## src/rtl/vga_pkg.sv

```systemverilog
// Shared VGA timing constants and helpers.
// Defaults describe 640x480@60 on a 25.175 MHz-class pixel tick.
package vga_pkg;

    localparam int H_ACTIVE_DEF = 640;
    localparam int H_FP_DEF     = 16;
    localparam int H_SYNC_DEF   = 96;
    localparam int H_BP_DEF     = 48;

    localparam int V_ACTIVE_DEF = 480;
    localparam int V_FP_DEF     = 10;
    localparam int V_SYNC_DEF   = 2;
    localparam int V_BP_DEF     = 33;

    localparam int CW_DEF       = 10;

    typedef logic [CW_DEF-1:0] coord_t;

    function automatic int total(
        input int active,
        input int fp,
        input int sync,
        input int bp
    );
        return active + fp + sync + bp;
    endfunction

endpackage

```

## src/rtl/vga_axis_counter.sv

```systemverilog
// One raster axis: counts 0..TOTAL-1 on each inc, flags the wrap.
// wrap is combinational so the next axis can advance on the same edge.
module vga_axis_counter #(
    parameter int TOTAL = 800,
    parameter int WIDTH = 10
) (
    input  logic             clk,
    input  logic             rst,
    input  logic             inc,
    output logic [WIDTH-1:0] count,
    output logic             wrap
);

    localparam logic [WIDTH-1:0] LAST = WIDTH'(TOTAL - 1);

    if (TOTAL < 2 || ((TOTAL - 1) >> WIDTH) != 0) begin : g_bad_width
        $error("vga_axis_counter: WIDTH too narrow for TOTAL-1");
    end

    assign wrap = inc && (count == LAST);

    // Position register: clear on reset, step or wrap on each increment.
    always_ff @(posedge clk) begin
        if (rst) begin
            count <= '0;
        end else if (inc) begin
            count <= wrap ? '0 : count + 1'b1;
        end
    end

endmodule

```

## src/rtl/vga_timing_gen.sv

```systemverilog
// VGA raster timing: H/V counters plus decoded syncs, blanking, strobes.
// Define VGA_TIMING_FRAME_CNT_EN to add the 16-bit completed-frame counter.
module vga_timing_gen
    import vga_pkg::*;
#(
    parameter int H_ACTIVE = H_ACTIVE_DEF,
    parameter int H_FP     = H_FP_DEF,
    parameter int H_SYNC   = H_SYNC_DEF,
    parameter int H_BP     = H_BP_DEF,
    parameter int V_ACTIVE = V_ACTIVE_DEF,
    parameter int V_FP     = V_FP_DEF,
    parameter int V_SYNC   = V_SYNC_DEF,
    parameter int V_BP     = V_BP_DEF,
    parameter bit HS_POL   = 1'b0,
    parameter bit VS_POL   = 1'b0,
    parameter int CW       = CW_DEF
) (
    input  logic          clk,
    input  logic          rst,
    input  logic          pix_en,
    output logic [CW-1:0] h_count,
    output logic [CW-1:0] v_count,
    output logic          hsync,
    output logic          vsync,
    output logic          active,
    output logic [CW-1:0] x,
    output logic [CW-1:0] y,
    output logic          line_start,
    output logic          frame_start
`ifdef VGA_TIMING_FRAME_CNT_EN
    ,
    output logic [15:0]   frame_cnt
`endif
);

    localparam int H_TOTAL = total(H_ACTIVE, H_FP, H_SYNC, H_BP);
    localparam int V_TOTAL = total(V_ACTIVE, V_FP, V_SYNC, V_BP);

    localparam logic [CW-1:0] H_ACT = CW'(H_ACTIVE);
    localparam logic [CW-1:0] V_ACT = CW'(V_ACTIVE);
    localparam logic [CW-1:0] HS_BEG = CW'(H_ACTIVE + H_FP);
    localparam logic [CW-1:0] HS_END = CW'(H_ACTIVE + H_FP + H_SYNC);
    localparam logic [CW-1:0] VS_BEG = CW'(V_ACTIVE + V_FP);
    localparam logic [CW-1:0] VS_END = CW'(V_ACTIVE + V_FP + V_SYNC);

    if (H_ACTIVE == 0 || H_FP == 0 || H_SYNC == 0 || H_BP == 0 ||
        V_ACTIVE == 0 || V_FP == 0 || V_SYNC == 0 || V_BP == 0)
    begin : g_bad_timing
        $error("vga_timing_gen: zero-length timing segment");
    end

    if (((H_TOTAL - 1) >> CW) != 0 || ((V_TOTAL - 1) >> CW) != 0)
    begin : g_bad_cw
        $error("vga_timing_gen: CW too narrow for H/V totals");
    end

    logic h_wrap;
    logic v_wrap;
    logic in_hs;
    logic in_vs;

    vga_axis_counter #(
        .TOTAL (H_TOTAL),
        .WIDTH (CW)
    ) u_h (
        .clk   (clk),
        .rst   (rst),
        .inc   (pix_en),
        .count (h_count),
        .wrap  (h_wrap)
    );

    // V steps on the very tick H wraps, so there is no dead cycle.
    vga_axis_counter #(
        .TOTAL (V_TOTAL),
        .WIDTH (CW)
    ) u_v (
        .clk   (clk),
        .rst   (rst),
        .inc   (h_wrap),
        .count (v_count),
        .wrap  (v_wrap)
    );

    assign in_hs = (h_count >= HS_BEG) && (h_count < HS_END);
    assign in_vs = (v_count >= VS_BEG) && (v_count < VS_END);

    assign hsync  = in_hs ? HS_POL : !HS_POL;
    assign vsync  = in_vs ? VS_POL : !VS_POL;
    assign active = (h_count < H_ACT) && (v_count < V_ACT);

    assign x = active ? h_count : '0;
    assign y = active ? v_count : '0;

    assign line_start  = pix_en && (h_count == '0);
    assign frame_start = line_start && (v_count == '0);

`ifdef VGA_TIMING_FRAME_CNT_EN
    // Completed-frame count, bumped when both axes wrap together.
    always_ff @(posedge clk) begin
        if (rst) begin
            frame_cnt <= '0;
        end else if (v_wrap) begin
            frame_cnt <= frame_cnt + 16'd1;
        end
    end
`else
    logic v_wrap_unused;
    assign v_wrap_unused = v_wrap;
`endif

endmodule
```

## config.mk

```make
export PLATFORM = sky130hd
export DESIGN_NAME = vga_timing_gen
export DESIGN_NICKNAME = d
export VERILOG_FILES = /design/src/rtl/vga_pkg.sv /design/src/rtl/vga_axis_counter.sv /design/src/rtl/vga_timing_gen.sv
export SDC_FILE = /design/constraint.sdc
export NUM_CORES = 1
export LEC_CHECK = 0
export ABC_AREA = 1
export CORE_MARGIN = 1.5
export CORE_UTILIZATION = 45
export CTS_CLUSTER_DIAMETER = 120
export DETAILED_ROUTE_END_ITERATION = 8
export PLACE_DENSITY = 0.91
export SLEW_MARGIN = 20
export SYNTH_ARGS = -nofsm -noshare
export SYNTH_HDL_FRONTEND = slang
export SYNTH_SLANG_ARGS = --single-unit
```

## constraint.sdc

```tcl
create_clock -name clk -period 1.87 [get_ports clk]
set_input_delay 0.187 -clock clk [delete_from_list [all_inputs] [get_ports clk]]
set_output_delay 0.187 -clock clk [all_outputs]
set_load 0.005 [all_outputs]
```

==> summary.md <==
| Metric | Value |
|---|---|
| Status | `finished, final reports clean` |
| Detailed Routing Iterations Pass 1 | `5` |
| Synthesis-to-layout area growth | `56.38%` |
| Synthesized Nets | `227` |
| Die W | `58.43 microns` |
| Max Cap Violations | `0` |
| Clk_lat worst skew | `0.31 ns` |
| RD Place Congestion | `0.9337` |
| Hold Vio Cnt, Final | `0` |
| Register area share after synthesis | `0.2896` |
| Final setup skew | `0.001341 ns` |
| Remaining Overflow, GRT | `0` |
| Clk sinks | `20` |
| Final setup viols | `0` |
| Remaining DRCs | `0` |
| Synth top cells by count | `52 x nor2_1, 44 x nand2_1, 29 x inv_1, 21 x nand3_1, 20 x dfxtp_1` |
| Via count | `1,692` |
| Synthesized area | `1383 sq um` |
| Slowest-stage cell, CP | `dfxtp_1` |
| Hold slack | `0.5377 ns` |
| Synth Flop Type | `dfxtp_1` |
| Crit. Startpoint | `u_v.count[3]` |
| R2R setup slack | `0.14 ns` |
| Crit path cell chain | `inv_1 -> nor4_1 -> o211ai_1 -> dlygate4sd2_1` |
| Fmax | `553.1 MHz` |
| Crit. End Element | `output pin` |
| Final worst-path cycle share | `0.9669` |
| Fin. max-slew vios | `0` |
| Synth top area share | `0.2896` |
| FFs w/ async S/R, synth | `0` |
| Vias in the first global route | `1,391` |
| Routed wire length | `4.269 mm` |
| Worst Min Path Start | `u_v.count[1]` |
| Kind of critical path | `reg -> out` |
| Hold EP | `u_v.count[1]` |
| PwrDens | `334.9 nW/um^2` |
| Slowest stage delay, CP | `0.44 ns` |
| FF-to-FF Start | `u_v.count[8]` |
| Netlist cell types | `30` |
| WL per Instance | `13.34 microns` |
| First-pass GRT wire length | `6.465 mm` |
| Power after layout | `0.7241 mW` |
| Reg-to-Reg End | `u_v.count[9]` |
| Fin crit period | `1.808 ns` |
| DP HPWL | `3.004 mm` |
| Core Area | `2829 sq um` |
| Total GRT Usage | `0.2445` |
| TritonCTS buffer count | `3` |
| Root Driver | `clkbuf_4` |
| Port Buf Inserts | `46` |
| Syn Inst Count | `219` |
| Starting Density | `0.4887` |
| R2R depth | `11` |
| Leakage | `1.225 nW` |
| Share of layout cells above drive strength 1 | `0.2111` |
| Vias per inst | `5.288` |
| Final ANT Viol Nets | `0` |
| Worst EP required | `1.68 ns` |
| Antenna Cells | `0` |
| # IOs | `48` |
| Worst hold-check path type | `reg -> reg` |
| Area contributors post-synth | `dfxtp_1 29%, nor2_1 14%, nand2_1 12%, inv_1 7.9%, nand3_1 7.6%` |
| CTS tree | `yes` |
| Die Y | `58.43 microns` |
| Hold Path Depth | `2` |
| Average size of a mapped cell | `6.313 sq um` |
| Largest net degree at the start of global routing | `15` |
| Layout net count | `299` |
| Clk buf depth | `2` |
| Clock slew at reported path FFs | `0.11 ns` |
| Die area | `3414 sq um` |
| Floorplan row count | `19` |
| Final setup TNS | `0 ns` |
| Final Cell Area | `2162 sq um` |
| Post-synth EDFFs | `0` |
| Placement Cell Area | `1979 sq um` |
| Initial antenna violation count | `0` |
| Count leader, synth | `nor2_1` |
| Initial DRC Count | `113` |
| Largest area contributor in the netlist | `dfxtp_1` |
| CTS H-Tree Depth | `1` |
| Worst vdd ir | `384.6 uV` |
| CP Launch Type | `flip-flop` |
| Yosys warning count | `0` |
| FF+latch count, synth | `20` |
| Critical path data arrival time | `1.62 ns` |
| Crit-path max FO | `6` |
==> critical path: cells and delay by family, from the launching register on <==
kind                   cells  cell delay [ns]
buffers and inverters      2             0.42
DFF                        1             0.44
AOI/OAI and AO/OA          1             0.16
and+or+nand+nor            1             0.30
==> placed cells by master, fill, tap and decap left out, types with 2 or more instances in the layout <==
cell	Yosys	routed
nand3_2	3	4
nor3_1	5	4
dfxtp_1	20	11
o21ai_0	3	3
nor2_2	2	4
nand3_1	21	20
inv_2	2	5
nor2_4	1	2
clkdlybuf4s50_1	0	23
inv_1	29	26
nand2_4	2	3
nand2_1	44	44
dlymetal6s2s_1	0	13
dlygate4sd2_1	0	9
dfxtp_4	0	5
dfxtp_2	0	4
clkbuf_4	0	3
nor2_1	52	49
ha_1	5	5
buf_4	1	22
nand4_1	8	8
a21oi_1	6	6
==> power breakdown <==
part | switching [mW] | total (mW) | internal, mW
sequential | 0.00208 | 0.425 | 0.423
combinational | 0.0420 | 0.0827 | 0.0408
clock | 0.141 | 0.217 | 0.0754
==> routing by layer <==
layer  part of all wire  track usage
met4              0.014       0.1030
met2               0.48       0.3852
met3              0.092      0.01758
met1               0.41       0.3442
met5                  0            0
==> worst max-delay path by stage <==
stage	to	slack [ns]	cells after the start
2_1_floorplan	u_v.count[2]	0.53	8
3_3_place_gp	frame_start	-0.01	5
3_5_place_dp	frame_start	-0.06	5
4_1_cts	y[4]	-0.13	7
5_1_grt	vsync	-0.02	4
6_report	vsync	0.06	4
==> flip-flops by register name, indices dropped and copies added, names as in the netlist <==
| signal | flops |
|---|---|
| u_v.count | 10 |
| u_h.count | 10 |
==> cell type report <==
type / count / area (sq um)
repair buffers: 71 / 693.2
fillers: 208 / 666.9
flip-flops and latches: 20 / 424.2
clock buffers: 3 / 22.52
inverters: 32 / 121.4
well taps: 31 / 38.79
multi-input cells: 163 / 862.1
==> kinds of logic after synthesis <==
kind of cell / after synthesis / share of synthesized area
and+or+nand+nor: 146 / 0.5050
xor gates and xnor gates: 1 / 0.006336
other: 1 / 0.002712
adders and majority gates: 5 / 0.04525
buffers and inverters: 36 / 0.1131
AOI/OAI and AO/OA: 10 / 0.03801
DFF: 20 / 0.2896
==> through the flow <==
step | instances | setup WS (ns) | utilization
6_report | 320 | 0.06191 | 0.7643
5_1_grt | 320 | -0.01847 | 0.7643
4_1_cts | 320 | -0.1266 | 0.7399
3_5_place_dp | 308 | -0.06128 | 0.6997
3_3_place_gp | 308 | -0.01170 | 0.6997
2_1_floorplan | 219 | 0.5253 | -
==> repair_timing <==
| action | CTS | global route |
|---|---|---|
| buffers inserted | 9 | 1 |
| setup endpoints to repair | 23 | 19 |
| hold buffers | 0 | 0 |
| resized for setup | 28 | 25 |
| pin swaps | 2 | 5 |
Note: power is estimated with default switching activity, not from simulation.
